### config.mk
export PLATFORM = sky130hd
export DESIGN_NAME = button_event_controller_flat
export DESIGN_NICKNAME = d
export VERILOG_FILES = /design/src/rtl/button_event_controller_pkg.sv /design/src/rtl/button_event_controller_if.sv /design/src/rtl/button_debounce.sv /design/src/rtl/button_event_controller.sv /design/src/flat_wrapper.sv
export SDC_FILE = /design/constraint.sdc
export NUM_CORES = 1
export LEC_CHECK = 0
export CORE_MARGIN = 3
export CORE_UTILIZATION = 40
export DETAILED_ROUTE_END_ITERATION = 10
export PLACE_DENSITY = 0.53
export SLEW_MARGIN = 20
export SYNTH_ARGS = -nofsm -noshare
export SYNTH_HDL_FRONTEND = slang
export SYNTH_HIERARCHICAL = 1
export SYNTH_SLANG_ARGS = --single-unit
### constraint.sdc
create_clock -name clk -period 3.3 [get_ports clk]
set_input_delay 0.66 -clock clk [delete_from_list [all_inputs] [get_ports clk]]
set_output_delay 0.66 -clock clk [all_outputs]
set_load 0.005 [all_outputs]
### src/rtl/button_event_controller_pkg.sv
// Shared constants for the button event controller: play-mode codes,
// default timing values and a small mode-decoding helper.
package button_event_controller_pkg;

    // Play-mode codes carried on the 3-bit mode input.
    typedef enum logic [2:0] {
        MODEMANUAL = 3'b001,
        MODEAUTO   = 3'b011,
        MODELRN    = 3'b111
    } mode_e;

    // Default debounce gap and auto-repeat period, in clock cycles.
    localparam logic [24:0] DEF_GAP    = 25'd20_000_000;
    localparam logic [24:0] DEF_REPEAT = 25'd10_000_000;

    // Song navigation is live only in auto and learning modes.
    function automatic logic is_nav_mode(input logic [2:0] mode);
        return (mode == MODEAUTO) || (mode == MODELRN);
    endfunction

endpackage

### src/rtl/button_event_controller_if.sv
// Bundle of the controller's functional signals. The master side drives
// play mode and raw buttons; the slave side (the controller) returns
// press events, the pause state and the selected song.
interface button_event_controller_if #(
    parameter int unsigned N_BTN    = 3,
    parameter int unsigned SONG_CNT = 4
);
    localparam int unsigned SW = $clog2(SONG_CNT);

    logic [2:0]       mode;
    logic [N_BTN-1:0] button;
    logic [N_BTN-1:0] btn_evt;
    logic             pause;
    logic [SW-1:0]    song_num;

    modport master (
        output mode,
        output button,
        input  btn_evt,
        input  pause,
        input  song_num
    );

    modport slave (
        input  mode,
        input  button,
        output btn_evt,
        output pause,
        output song_num
    );

endinterface

### src/rtl/button_debounce.sv
// Per-button hold counter and one-cycle press pulse.
// A press is accepted on the GAP-th consecutive high sample. With the
// BTN_REPEAT_EN macro defined, a held button re-fires every REPEAT cycles;
// otherwise the counter saturates at GAP and fires once per press.
module button_debounce
    import button_event_controller_pkg::*;
#(
    parameter int unsigned GAP    = DEF_GAP,
    parameter int unsigned REPEAT = DEF_REPEAT
)(
    input  logic clk,
    input  logic rst,
    input  logic button,
    output logic evt_next,   // pulse value that will be registered on this edge
    output logic evt         // registered one-cycle press pulse
);
    localparam int unsigned CW = $clog2(GAP + REPEAT + 1);

    logic [CW-1:0] cnt_q;
    logic [CW-1:0] cnt_d;

    // Next counter value and whether this edge completes a press.
    always_comb begin
        // NOTE: defaults first so no path leaves a signal unassigned (no latch).
        cnt_d    = cnt_q;
        evt_next = 1'b0;
        if (!button) begin
            cnt_d = '0;
        end else begin
            if (cnt_q == CW'(GAP - 1)) begin
                evt_next = 1'b1;
            end
`ifdef BTN_REPEAT_EN
            // Reaching GAP+REPEAT reloads to GAP and counts as a fresh press.
            if (cnt_q == CW'(GAP + REPEAT - 1)) begin
                cnt_d    = CW'(GAP);
                evt_next = 1'b1;
            end else begin
                cnt_d = cnt_q + CW'(1);
            end
`else
            // Saturate at GAP so a long hold yields a single event.
            if (cnt_q != CW'(GAP)) begin
                cnt_d = cnt_q + CW'(1);
            end
`endif
        end
    end

    // Hold counter and registered event pulse.
    always_ff @(posedge clk or posedge rst) begin
        // NOTE: non-blocking assignments so every flop samples pre-edge values.
        if (rst) begin
            cnt_q <= '0;
            evt   <= 1'b0;
        end else begin
            cnt_q <= cnt_d;
            evt   <= evt_next;
        end
    end

endmodule

### src/rtl/button_event_controller.sv
// Button event controller: debounces N_BTN push-buttons and turns accepted
// presses into song navigation (prev/next, modulo SONG_CNT) and a
// play/pause toggle, gated by the play mode.
// Optional feature: define BTN_REPEAT_EN for auto-repeat on held buttons.
module button_event_controller
    import button_event_controller_pkg::*;
#(
    parameter int unsigned N_BTN     = 3,
    parameter int unsigned GAP       = DEF_GAP,
    parameter int unsigned SONG_CNT  = 4,
    parameter int unsigned BTN_PREV  = 0,
    parameter int unsigned BTN_PAUSE = 1,
    parameter int unsigned BTN_NEXT  = 2,
    parameter int unsigned REPEAT    = DEF_REPEAT
)(
    input logic clk,
    input logic rst,
    button_event_controller_if.slave bus
);
    localparam int unsigned SW = $clog2(SONG_CNT);
    localparam logic [SW-1:0] SONG_LAST = SW'(SONG_CNT - 1);

    logic [N_BTN-1:0] evt_next;
    logic [N_BTN-1:0] evt_q;
    logic [SW-1:0]    song_q;
    logic [SW-1:0]    song_d;
    logic             pause_q;
    logic             pause_d;
    logic             prev_hit;
    logic             next_hit;
    logic             pause_hit;

    // One debouncer per button; the unregistered pulse lets song/pause
    // change on the same edge the registered event goes high.
    for (genvar i = 0; i < N_BTN; i++) begin : g_btn
        button_debounce #(
            .GAP    (GAP),
            .REPEAT (REPEAT)
        ) u_debounce (
            .clk      (clk),
            .rst      (rst),
            .button   (bus.button[i]),
            .evt_next (evt_next[i]),
            .evt      (evt_q[i])
        );
    end

    assign prev_hit  = evt_next[BTN_PREV];
    assign next_hit  = evt_next[BTN_NEXT];
    assign pause_hit = evt_next[BTN_PAUSE];

    // Next song index and pause state from this edge's events and the mode.
    always_comb begin
        song_d  = song_q;
        pause_d = pause_q;

        if (is_nav_mode(bus.mode)) begin
            // Simultaneous prev and next cancel out.
            if (prev_hit && !next_hit) begin
                song_d = (song_q == '0) ? SONG_LAST : song_q - SW'(1);
            end else if (next_hit && !prev_hit) begin
                song_d = (song_q == SONG_LAST) ? '0 : song_q + SW'(1);
            end
        end else begin
            song_d = '0;
        end

        if (bus.mode == MODEAUTO) begin
            if (pause_hit) begin
                pause_d = ~pause_q;
            end
        end else begin
            pause_d = 1'b0;
        end
    end

    // Song index and pause state registers.
    always_ff @(posedge clk or posedge rst) begin
        if (rst) begin
            song_q  <= '0;
            pause_q <= 1'b0;
        end else begin
            song_q  <= song_d;
            pause_q <= pause_d;
        end
    end

    assign bus.btn_evt  = evt_q;
    assign bus.song_num = song_q;
    assign bus.pause    = pause_q;

endmodule

### src/flat_wrapper.sv
// flat-port wrapper written by rule: the top's interface ports become plain ports
module button_event_controller_flat import button_event_controller_pkg::*;
#(
    parameter int unsigned N_BTN     = 3,
    parameter int unsigned GAP       = DEF_GAP,
    parameter int unsigned SONG_CNT  = 4,
    parameter int unsigned BTN_PREV  = 0,
    parameter int unsigned BTN_PAUSE = 1,
    parameter int unsigned BTN_NEXT  = 2,
    parameter int unsigned REPEAT    = DEF_REPEAT
)
  (clk, rst, bus_mode, bus_button, bus_btn_evt, bus_pause, bus_song_num);
  button_event_controller_if #(.N_BTN(N_BTN), .SONG_CNT(SONG_CNT)) bus_i ();
  input logic clk;
  input logic rst;
  input wire logic [$bits(bus_i.mode)-1:0] bus_mode;
  input wire logic [$bits(bus_i.button)-1:0] bus_button;
  output wire logic [$bits(bus_i.btn_evt)-1:0] bus_btn_evt;
  output wire logic [$bits(bus_i.pause)-1:0] bus_pause;
  output wire logic [$bits(bus_i.song_num)-1:0] bus_song_num;
  assign bus_i.mode = bus_mode;
  assign bus_i.button = bus_button;
  assign bus_btn_evt = bus_i.btn_evt;
  assign bus_pause = bus_i.pause;
  assign bus_song_num = bus_i.song_num;
  button_event_controller #(.N_BTN(N_BTN), .GAP(GAP), .SONG_CNT(SONG_CNT), .BTN_PREV(BTN_PREV), .BTN_PAUSE(BTN_PAUSE), .BTN_NEXT(BTN_NEXT), .REPEAT(REPEAT)) u_core (.clk(clk), .rst(rst), .bus(bus_i));
endmodule
# Yosys cells after proc, flatten, opt, wreduce, memory -nomap -nowiden
# Cells that the tools add are included.
[word_totals]
input_bits = 8
ff_bits = 81
word_cells = 53
out_inout_bits = 6
[op_classes]
mux = 19
n_reduce_logical = 6
n_addsub = 5
eq_ne = 14
n_bitwise = 1
[ops]
columns = ["op", "count"]
rows = [
  ["$mux W25", 6],
  ["$add A25 B1 Y25 const B", 3],
  ["$eq A25 B25 Y1 const B", 3],
  ["$ne A25 B25 Y1 const B", 3],
  ["$mux W2", 5],
  ["$mux W1", 8],
  ["$ne A2 B1 Y1 const B", 3],
  ["$eq A3 B2 Y1 const B", 1],
  ["$eq A3 B3 Y1 const B", 1],
  ["$ne A3 B3 Y1 const B", 1],
  ["$add A2 B1 Y2 const B", 1],
  ["$eq A2 B2 Y1 const B", 1],
  ["$logic_and A1 B1 Y1", 2],
  ["$logic_not A1 Y1", 2],
  ["$logic_not A2 Y1", 1],
  ["$ne A2 B2 Y1 const B", 1],
  ["$sub A2 B1 Y2 const B", 1],
  ["$logic_or A1 B1 Y1", 1],
  ["$not A1 Y1", 1],
]

# Logic depth before layout (Yosys ltp)
# Gate-level depths: netlist of run 1.
[logic_depth]
ltp_word = 8
depth_mapped = 8
ltp_nobuf = 7

# By module
# Netlist of run 1, hierarchy kept.
[modules_own_cells]
columns = ["mod", "area_each_um2", "cells_per_inst", "seq_area_each_um2", "instances"]
rows = [
  ["button_debounce", 1393.8, 153, 650.6, 3],
  ["button_event_controller", 203.9, 23, 75.1, 1],
]

# Worst setup path before layout of run 1
# Ideal clock, no wire load.
[synth_timing]
kind = "reg2reg"
from = "reg u_core.g_btn[0].u_debounce.cnt_q[0]"
to = "reg u_core.song_q[1] (netlist: u_core/bus.song_num[1])"
slack_ps = 939
path_stages_with_launch = 9
path_buffers = 1
synth_period_minus_slack_ps = 2361
setup_time_ps = 126
arrival_time_ps = 2235
t_required_ps = 3174
path_cell_list = "dfrtp_1 ha_1 and3_1 clkbuf_1 nand3_1 nor4_1 and2b_1 a221oi_1 nor2_1"
[synth_between]
elab_chain_cells = 6
elab_cells_between_ends = 9
classes_between = "2 x eq/ne; 4 x mux; 3 x reduce/logical"
[synth_rtl]
columns = ["item", "line_no", "rtl"]
rows = [
  ["start, declared", "button_debounce.sv:19", "logic [CW-1:0] cnt_q;"],
  ["start signal, assigned", "button_debounce.sv:57", "cnt_q <= cnt_d;"],
  ["$eq A25 B25 Y1 *", "button_debounce.sv:30", "if (cnt_q == CW'(GAP - 1)) begin"],
  ["$mux W1 *", "button_debounce.sv:30", ""],
  ["$mux W1 *", "button_debounce.sv:27", "if (!button) begin"],
  ["net u_core.prev_hit", "button_event_controller.sv:29", "logic prev_hit;"],
  ["$logic_not A1 Y1 or $logic_and A1 B1 Y1 (tied branches)", "button_event_controller.sv:61, button_event_controller.sv:59", ""],
  ["$logic_and A1 B1 Y1 or $mux W2 (tied branches)", "button_event_controller.sv:61, button_event_controller.sv:59", ""],
  ["$ne A3 B3 Y1 (no line) or $mux W2 (tied branches)", "n/a", ""],
  ["end signal, assigned", "button_event_controller.sv:83", "song_q <= song_d;"],
  ["end, declared", "button_event_controller.sv:25", "logic [SW-1:0] song_q;"],
]
# Mark *: on every way through the listed nets, which the timed path passes. The rest lies on a longest branch.
# A chain may end at the register's enable or synchronous reset.

# Final worst setup path of run 1
# Ends and elaborated chain as after synthesis.

==> results of run 1 <==
==> per-layer routing <==
layer / track usage [%] / share of wire (%) / routed length (um) / vias to the layer above
li1: - / - / - / 1734
met1: 21.4 / 47 / 4520 / 1709
met2: 26.7 / 48 / 4570 / 47
met3: 4.86 / 3.1 / 296 / 17
met4: 5.75 / 1.9 / 185 / 0
met5: 0 / 0 / 0 / -
==> cell type report <==
class | count | area [um2] | area share, %
multi-input combinational | 353 | 2160 | 44.6
sequential | 81 | 2030 | 41.8
timing repair buffer | 21 | 190 | 3.93
tap | 136 | 170 | 3.51
clock buffer | 11 | 151 | 3.13
clock inverter | 5 | 77.6 | 1.60
inverter | 18 | 67.6 | 1.39
==> placed cells by master (no fill, tap or decap), drive strengths merged, types with 4 or more instances in the layout <==
cell	n
a21oi	29
and2	6
and3	10
and4	9
buf	8
clkbuf	11
clkdlybuf4s50	13
dfrtp	81
ha	8
inv	18
mux2i	9
nand2	41
nand2b	6
nand3	27
nand4	27
nor2	38
nor3	7
nor3b	4
nor4	12
o21a	6
o21ai	25
o31ai	9
or3	21
or4	15
xnor2	8
xor2	21
==> through the flow <==
stage               power (mW)  cells  hold slack, ps  worst slack (ps)  instance area (um2)
floorplan                 1.08    482             414               939                 4390
detailed placement        1.11    609             543               610                 4610
global route              2.01    625             591               679                 4840
CTS                       1.96    625             556               950                 4840
finish                    1.92    625             551               989                 4840
global placement          1.11    609             535               634                 4610
==> path summary, 6_finish.rpt <==
kind,startpoint,end,depth (start not counted)
max,u_core/g_btn[0].u_debounce/cnt_q[0]$_DFFE_PP0P_,u_core/bus.song_num[1]$_DFFE_PP0P_,8
min,u_core/g_btn[2].u_debounce/cnt_q[24]$_DFFE_PP0P_,u_core/g_btn[2].u_debounce/cnt_q[24]$_DFFE_PP0P_,2
max reg2reg,u_core/g_btn[0].u_debounce/cnt_q[0]$_DFFE_PP0P_,u_core/bus.song_num[1]$_DFFE_PP0P_,8
min reg2reg,u_core/g_btn[2].u_debounce/cnt_q[24]$_DFFE_PP0P_,u_core/g_btn[2].u_debounce/cnt_q[24]$_DFFE_PP0P_,2
max in group asynchronous,rst,u_core/g_btn[2].u_debounce/cnt_q[15]$_DFFE_PP0P_,3
min in group asynchronous,rst,u_core/bus.pause$_DFFE_PP0P_,2
==> power by group through the flow <==
stage,clock network (mW),registers (mW),logic [mW]
final,0.827,1.01,0.0806
after global routing,0.902,1.01,0.0930
after CTS,0.861,1.01,0.0836
after detailed placement,0,1.03,0.0822
after global placement,0,1.03,0.0799
after floorplan,0,1.03,0.0516
==> cell families after synthesis <==
kind of cell               Yosys count
and+or+nand+nor                    233
DFF                                 81
AOI/OAI and AO/OA                   74
buffers and inverters               48
xor gates and xnor gates            29
muxes                                9
adders and majority gates            8
==> critical path: stages, from the launching register on <==
cell and delay [ps]:
dfrtp_1 410, ha_1 210, and3_1 340, nand3_1 230
nor4_1 260, buf_4 200, and2b_1 190, a221oi_1 290
nor2_1 70
==> registers in the layout, indices dropped and copies added, names as in the netlist <==
signal	count
u_core/g_btn.u_debounce/cnt_q	75
u_core/g_btn.u_debounce/evt	3
u_core/bus.song_num	2
u_core/bus.pause	1
==> results.sh, run 1 <==
export IMPL_leakagePower_nw=1.92
export IMPL_clk_path_buf_depth=2
export IMPL_drv_slew=0
export IMPL_cts_buffers=9
export IMPL_grt_pass1_wl_um=17100
export IMPL_antenna_left=0
export IMPL_seqPwrFrac_pct=52.7
export IMPL_ys_async_sr_fraction_pct=100
export IMPL_synth_top_area_share_pct=46.2
export IMPL_ys_seq_area_share_pct=46.2
export IMPL_status="complete, no violations"
export IMPL_grt_max_degree=27
export IMPL_maxSlewHeadroom_pct=69.5
export IMPL_crit_type="reg2reg"
export IMPL_synth_compound_area_share_pct=9.59
export IMPL_routedWlPerCell_um=15.3
export IMPL_track_usage_pct=16.6
export IMPL_worstMarginPinSlew_ps=454
export IMPL_diodes=0
export IMPL_syn_nets=498
export IMPL_post_route_util_pct=46.1
export IMPL_cts_tree="done"
export IMPL_cts_sinks=81
export IMPL_synthMuxAreaShare_pct=2.05
export IMPL_power_frac_comb_pct=4.2
export IMPL_worstSetupStartpointType="flop"
export IMPL_power_switching_uw=428
export IMPL_nFillCells=1004
export IMPL_yosysWarnings=6
export IMPL_synth_largest_area_cell="dfrtp_1"
export IMPL_cp_required_ps=3540
export IMPL_drt_pass1_iterations=4
export IMPL_port_buffers=13
export IMPL_htreeDepth=3
export IMPL_drtIter0Drc=146
export IMPL_fin_crit_ps=2310
export IMPL_die_x_um=111
export IMPL_synthAdderAreaFrac_pct=2.28
export IMPL_hold_viol=0
export IMPL_dieHeight_um=111
export IMPL_synth_common_cells="dfrtp_1 (81), nand2_1 (41), nor2_1 (38)"
export IMPL_clkPwrFrac_pct=43.1
export IMPL_crit_arrival_ps=2550
export IMPL_max_cap_viol_count=0
export IMPL_post_cts_resized=0
export IMPL_drive_above_1_share_pct=6.13
export IMPL_ys_seq_elements=81
export IMPL_power_density_nw_per_um2=396
export IMPL_synth_distinct_cells=36
export IMPL_syn_inst=482
export IMPL_hold_buffers=0
export IMPL_routed_wl_um=9560
export IMPL_syn_area_um2=4390
export IMPL_num_vias=3507
export IMPL_fmax_mhz=433
export IMPL_num_io_pins=14
export IMPL_internal_power_mw=1.49
export IMPL_ys_top_cells_by_area="dfrtp_1 (46%), xor2_1 (4.2%), nand4_1 (3.9%)"
export IMPL_antenna_found_initial=0
export IMPL_fp_dieArea_um2=12300
export IMPL_row_count=37
export IMPL_root_buffer="clkbuf_8"
export IMPL_clkTransAtPathRegs_ps=80
export IMPL_synth_xor_xnor_area_share_pct=5.79
export IMPL_ir_drop_v=0.000295
export IMPL_clk_latency_ps=360
export IMPL_synth_most_common_cell="dfrtp_1"
export IMPL_synth_edff_count=0
export IMPL_worstHoldPathType="reg2reg"
export IMPL_initial_core_util_pct=41.7
export IMPL_rsz0062_at_grt="false"
export IMPL_syn_to_final_growth_pct=10.4
export IMPL_skew_ps=7.41
export IMPL_grt_pass1_vias=3534
export IMPL_final_setup_viol_count=0
export IMPL_switching_share_pct=22.3
export IMPL_core_um2=10500
export IMPL_post_cts_setup_buffer_count=0
export IMPL_drcViolationCount=0
export IMPL_crit_fanout=7
export IMPL_viasPerCell=5.61
export IMPL_synth_top_family_by_area="simple AND/OR/NAND/NOR gates"
export IMPL_grt_ovfl_total=0
export IMPL_hpwl_um=6590
export IMPL_ys_flop_type="dfrtp_1"
export IMPL_endpoint_kind="flop"
export IMPL_finalCritPeriodShare_pct=70.0
export IMPL_r2r_slack_ps=990
export IMPL_synth_simple_area_share_pct=29.5
export IMPL_nets=500
export IMPL_gp_congestion=0.770
export IMPL_fin_tns_setup_ps=0
export IMPL_avgSynthCellArea_um2=9.10
(Power assumes the default switching activity.)
==> run 2: changes to the inputs <==
--- a/config.mk
+++ b/config.mk
@@ -8,7 +8,7 @@
 export CORE_MARGIN = 3
 export CORE_UTILIZATION = 40
 export DETAILED_ROUTE_END_ITERATION = 10
-export PLACE_DENSITY = 0.53
+export PLACE_DENSITY = 0.55
 export SLEW_MARGIN = 20
 export SYNTH_ARGS = -nofsm -noshare
 export SYNTH_HDL_FRONTEND = slang
==> constraint.sdc (replaced) <==
create_clock -name clk -period 1.9 [get_ports clk]
set_input_delay 0.38 -clock clk [delete_from_list [all_inputs] [get_ports clk]]
set_output_delay 0.38 -clock clk [all_outputs]
set_load 0.005 [all_outputs]
==> results.sh, run 2 (same netlist as run 1, synthesis figures left out) <==
export IMPL_status="finished with violations"
export IMPL_max_cap_viol_count=0
export IMPL_row_count=37
export IMPL_post_route_util_pct=52.3
export IMPL_worstHoldPathType="in2async"
export IMPL_fin_worst_hold_slack_ps=283
export IMPL_path_cells="buf_6 -> nand4_1 -> or4_4 -> or4_1 -> a21oi_1"
export IMPL_diodes=0
export IMPL_grt_ovfl_total=0
export IMPL_hold_viol=0
export IMPL_cpMaxStageDelayCell="or4_4"
export IMPL_fin_crit_ps=1910
export IMPL_endpoint_kind="flop"
export IMPL_core_um2=10500
export IMPL_r2r_cells=5
export IMPL_clk_path_buf_depth=2
export IMPL_grt_max_degree=27
export IMPL_crit_fanout=5
export IMPL_ir_drop_v=0.000328
export IMPL_port_buffers=13
export IMPL_worstSetupStartpointType="flop"
export IMPL_finalPower_mw=3.17
export IMPL_hpwl_um=7580
export IMPL_clk_latency_ps=370
export IMPL_syn_to_final_growth_pct=25.4
export IMPL_viasPerCell=5.41
export IMPL_fin_tns_setup_ps=-7.10
export IMPL_fp_dieArea_um2=12300
export IMPL_r2r_slack_ps=-7
export IMPL_leakagePower_nw=2.30
export IMPL_clkTransAtPathRegs_ps=80
export IMPL_violations="negative setup slack"
export IMPL_dieHeight_um=111
export IMPL_met1_length_um=5150
export IMPL_drv_slew=0
export IMPL_cpPeakStageDelay_ps=560
export IMPL_num_vias=3779
export IMPL_crit_arrival_ps=2190
export IMPL_nets=575
export IMPL_final_setup_viol_count=1
export IMPL_antenna_found_initial=0
export IMPL_drive_above_1_share_pct=22.2
export IMPL_skew_ps=16.4
export IMPL_crit_type="reg2reg"
export IMPL_root_buffer="clkbuf_8"
export IMPL_cp_required_ps=2180
export IMPL_met2_length_um=4900
export IMPL_num_io_pins=14
export IMPL_initial_core_util_pct=41.7
export IMPL_htreeDepth=3
export IMPL_design_area_um2=5500
export IMPL_placed_area_um2=5180
export IMPL_track_usage_pct=17.7
export IMPL_fmax_mhz=524
export IMPL_power_density_nw_per_um2=576
export IMPL_rsz0062_at_grt="true"
export IMPL_routedWlPerCell_um=15.1
export IMPL_rr_endpoint="u_core/g_btn[0].u_debounce/cnt_q[23]$_DFFE_PP0P_"
export IMPL_drcViolationCount=0
export IMPL_drt_pass1_iterations=4
export IMPL_wl_met3_um=280
export IMPL_routed_wl_um=10500
export IMPL_largest_register="u_core/g_btn.u_debounce/cnt_q"
export IMPL_grt_pass1_wl_um=18000
export IMPL_gp_congestion=0.823
export IMPL_cts_tree="done"
export IMPL_grt_pass1_vias=3720
export IMPL_cts_buffers=9
export IMPL_drtIter0Drc=152
export IMPL_worstMarginPinSlew_ps=358
export IMPL_setup_ws_ps=-7.10
export IMPL_finalCritPeriodShare_pct=100
export IMPL_final_cell_mix="dfrtp_1 (80), buf_4 (80), nand2_1 (40)"
export IMPL_maxSlewHeadroom_pct=75.9
export IMPL_die_x_um=111
export IMPL_rr_startpoint="u_core/g_btn[0].u_debounce/cnt_q[14]$_DFFE_PP0P_"
export IMPL_largest_register_ffs=75
export IMPL_cts_sinks=81
export IMPL_hold_buffers=0
export IMPL_routed_top_layer="met4"
export IMPL_antenna_left=0
run 2: what timing repair did:
action                                  in CTS  in global routing
buffers inserted                             2                  4
gates resized for setup                      2                 18
pin swaps                                    3                  6
endpoints found under the hold margin        0                  0
endpoints found under the setup margin       4                 14
run 2: how the worst max path moves through the flow:
| stage | startpoint | endpoint | slack [ps] | cells past startpoint |
|---|---|---|---|---|
| after CTS | u_core/g_btn[2].u_debounce/cnt_q[12]$_DFFE_PP0P_ | u_core/bus.song_num[1]$_DFFE_PP0P_ | 5 | 7 |
| after global routing | u_core/g_btn[0].u_debounce/cnt_q[22]$_DFFE_PP0P_ | u_core/bus.song_num[1]$_DFFE_PP0P_ | -110 | 7 |
| after global placement | bus_button[2] | u_core/bus.song_num[1]$_DFFE_PP0P_ | -30 | 7 |
| final | u_core/g_btn[0].u_debounce/cnt_q[14]$_DFFE_PP0P_ | u_core/g_btn[0].u_debounce/cnt_q[23]$_DFFE_PP0P_ | -7 | 5 |
| after floorplan | u_core/g_btn[0].u_debounce/cnt_q[0]$_DFFE_PP0P_ | u_core/bus.song_num[1]$_DFFE_PP0P_ | -110 | 8 |
| after detailed placement | bus_button[2] | u_core/bus.song_num[1]$_DFFE_PP0P_ | -50 | 7 |
run 2: critical path: cells and delay by family, from the launching register on:
kind | cells | cell delay, ps
simple gates | 3 | 1190
buf+inv | 1 | 120
flops | 1 | 360
compound gates | 1 | 170
run 2: final cells by class:
type | instances | area, um2
Fill cell | 959 | 5010
Multi-Input combinational cell | 353 | 2290
Sequential cell | 81 | 2030
Timing Repair Buffer | 96 | 764
Tap cell | 136 | 170
Clock buffer | 10 | 138
Inverter | 18 | 67.6
Clock inverter | 4 | 45.0
run 2: routing by layer:
metal  vias to the layer above  GRT usage [%]
li1                       1884              -
met5                         -              0
met1                      1834           24.3
met2                        48           28.0
met3                        13           2.67
met4                         0           7.39
run 2: per-stage QoR:
| step | worst slack, ps | std cells |
|---|---|---|
| after floorplan | -111 | 482 |
| after global placement | -34.7 | 678 |
| after detailed placement | -50.6 | 678 |
| after CTS | 5.03 | 694 |
| after global routing | -108 | 698 |
| final | -7.10 | 698 |
run 2: report_power, final:
group / internal, mW / switching (mW) / total [mW]
Sequential: 1.74 / 0.0110 / 1.75
Clock: 0.622 / 0.622 / 1.24
Combinational: 0.0684 / 0.110 / 0.178
Total: 2.43 / 0.743 / 3.17
==> run 3: changes to the inputs <==
--- a/config.mk
+++ b/config.mk
@@ -9,6 +9,7 @@
 export CORE_UTILIZATION = 40
 export DETAILED_ROUTE_END_ITERATION = 10
 export PLACE_DENSITY = 0.55
+export REMOVE_ABC_BUFFERS = 1
 export SLEW_MARGIN = 20
 export SYNTH_ARGS = -nofsm -noshare
 export SYNTH_HDL_FRONTEND = slang
==> constraint.sdc (replaced) <==
create_clock -name clk -period 1.9 [get_ports clk]
set_input_delay 0.38 -clock clk [delete_from_list [all_inputs] [get_ports clk]]
set_output_delay 0.38 -clock clk [all_outputs]
set_load 0.1 [all_outputs]
==> results.sh, run 3 (same netlist as run 1, synthesis figures left out) <==
export IMPL_clk_path_buf_depth=2
export IMPL_max_cap_viol_count=0
export IMPL_antenna_found_initial=0
export IMPL_gp_congestion=0.850
export IMPL_hold_viol=0
export IMPL_row_count=37
export IMPL_grt_max_degree=27
export IMPL_grt_ovfl_total=0
export IMPL_fp_dieArea_um2=12300
export IMPL_hpwl_um=7380
export IMPL_placed_area_um2=5150
export IMPL_drcViolationCount=0
export IMPL_worst_path_dominant_cell_family="simple AND/OR/NAND/NOR gates"
export IMPL_crit_type="reg2reg"
export IMPL_clkTransAtPathRegs_ps=90
export IMPL_crit_arrival_ps=2160
export IMPL_worstMarginPinSlew_ps=353
export IMPL_diodes=0
export IMPL_grt_pass1_wl_um=17700
export IMPL_path_buf_inv=1
export IMPL_cts_sinks=81
export IMPL_design_area_um2=5570
export IMPL_status="finished with violations"
export IMPL_fin_crit_ps=1900
export IMPL_final_setup_viol_count=1
export IMPL_cp_required_ps=2160
export IMPL_port_buffers=13
export IMPL_cts_buffers=9
export IMPL_leakagePower_nw=2.33
export IMPL_track_usage_pct=17.6
export IMPL_core_um2=10500
export IMPL_fin_worst_hold_slack_ps=298
export IMPL_cpPeakStageDelay_ps=360
export IMPL_routedWlPerCell_um=14.7
export IMPL_rsz0062_at_grt="true"
export IMPL_htreeDepth=3
export IMPL_dieHeight_um=111
export IMPL_violations="negative setup slack"
export IMPL_drive_above_1_share_pct=25.0
export IMPL_fin_tns_setup_ps=-1.55
export IMPL_die_x_um=111
export IMPL_worstSetupStartpointType="flop"
export IMPL_instances_no_fill=703
export IMPL_place_inst=677
export IMPL_syn_to_final_growth_pct=27.0
export IMPL_routed_wl_um=10300
export IMPL_skew_ps=9.46
export IMPL_drt_pass1_iterations=4
export IMPL_finalCritPeriodShare_pct=100
export IMPL_largest_register="u_core/g_btn.u_debounce/cnt_q"
export IMPL_power_density_nw_per_um2=549
export IMPL_viasPerCell=5.48
export IMPL_crit_fanout=3
export IMPL_drv_slew=0
export IMPL_path_cells="ha_2 -> and3_4 -> nand3_4 -> nor4_4 -> buf_4 -> and2b_1 -> a221oi_2 -> nor2_1"
export IMPL_drtIter0Drc=218
export IMPL_worstHoldPathType="in2async"
export IMPL_clk_latency_ps=370
export IMPL_mostFrequentLayoutCell="buf_4"
export IMPL_endpoint_kind="flop"
export IMPL_cts_tree="done"
export IMPL_largest_register_ffs=75
export IMPL_num_vias=3852
export IMPL_grt_pass1_vias=3671
export IMPL_nets=578
export IMPL_fmax_mhz=526
export IMPL_final_cell_mix="buf_4 (85), dfrtp_1 (81), nand2_1 (41)"
export IMPL_ir_drop_v=0.000432
export IMPL_antenna_left=0
export IMPL_setup_ws_ps=-1.55
export IMPL_root_buffer="clkbuf_8"
export IMPL_maxSlewHeadroom_pct=76.5
export IMPL_cpMaxStageDelayCell="dfrtp_1"
export IMPL_initial_core_util_pct=41.7
export IMPL_num_io_pins=14
## run 3: worst paths after layout
path	depth (start not counted)	slack [ps]	startpoint	endpoint
hold / removal	2	300	rst	u_core/bus.pause$_DFFE_PP0P_
hold reg to reg	2	550	u_core/g_btn[1].u_debounce/cnt_q[24]$_DFFE_PP0P_	u_core/g_btn[1].u_debounce/cnt_q[24]$_DFFE_PP0P_
max in group asynchronous	3	1130	rst	u_core/g_btn[0].u_debounce/cnt_q[17]$_DFFE_PP0P_
setup reg to reg	8	-2	u_core/g_btn[0].u_debounce/cnt_q[0]$_DFFE_PP0P_	u_core/bus.song_num[1]$_DFFE_PP0P_
min in group clk	2	540	bus_mode[2]	u_core/bus.pause$_DFFE_PP0P_
setup / recovery	8	-2	u_core/g_btn[0].u_debounce/cnt_q[0]$_DFFE_PP0P_	u_core/bus.song_num[1]$_DFFE_PP0P_
## run 3: per-stage QoR
stage	power (mW)	setup WS (ps)	util, %
2_1_floorplan	1.87	-374	-
3_3_place_gp	1.96	-201	49.0
3_5_place_dp	1.96	-172	49.0
4_1_cts	3.12	-83.8	51.1
5_1_grt	3.21	-101	53.0
6_report	3.05	-1.55	53.0
## run 3: area by class of cell
cell class	instances	area (um2)
clock buffers	10	128
fillers	946	4940
inverters	18	67.6
clock inverters	6	42.5
well taps	136	170
multi-input cells	353	2320
flip-flops and latches	81	2030
repair buffers	99	813
## run 3: report_power, final
group          internal [mW]  switching (mW)
Clock                  0.476           0.651
Sequential              1.74          0.0105
Combinational         0.0698           0.109
## run 3: what timing repair did
item | CTS | global route
gates resized for setup | 7 | 28
buffers inserted | 2 | 9
hold buffers | 0 | 0
endpoints found under the setup margin | 10 | 15
pin swaps | 5 | 11
hold endpoints to repair | 0 | 0
## run 3: metal layers
metal / global-route usage [%] / vias to the layer above / wire [um]
met5: 0 / - / 0
met4: 5.58 / 0 / 116
li1: - / 1898 / -
met3: 4.75 / 12 / 386
met2: 27.6 / 50 / 5010
met1: 23.6 / 1892 / 4800
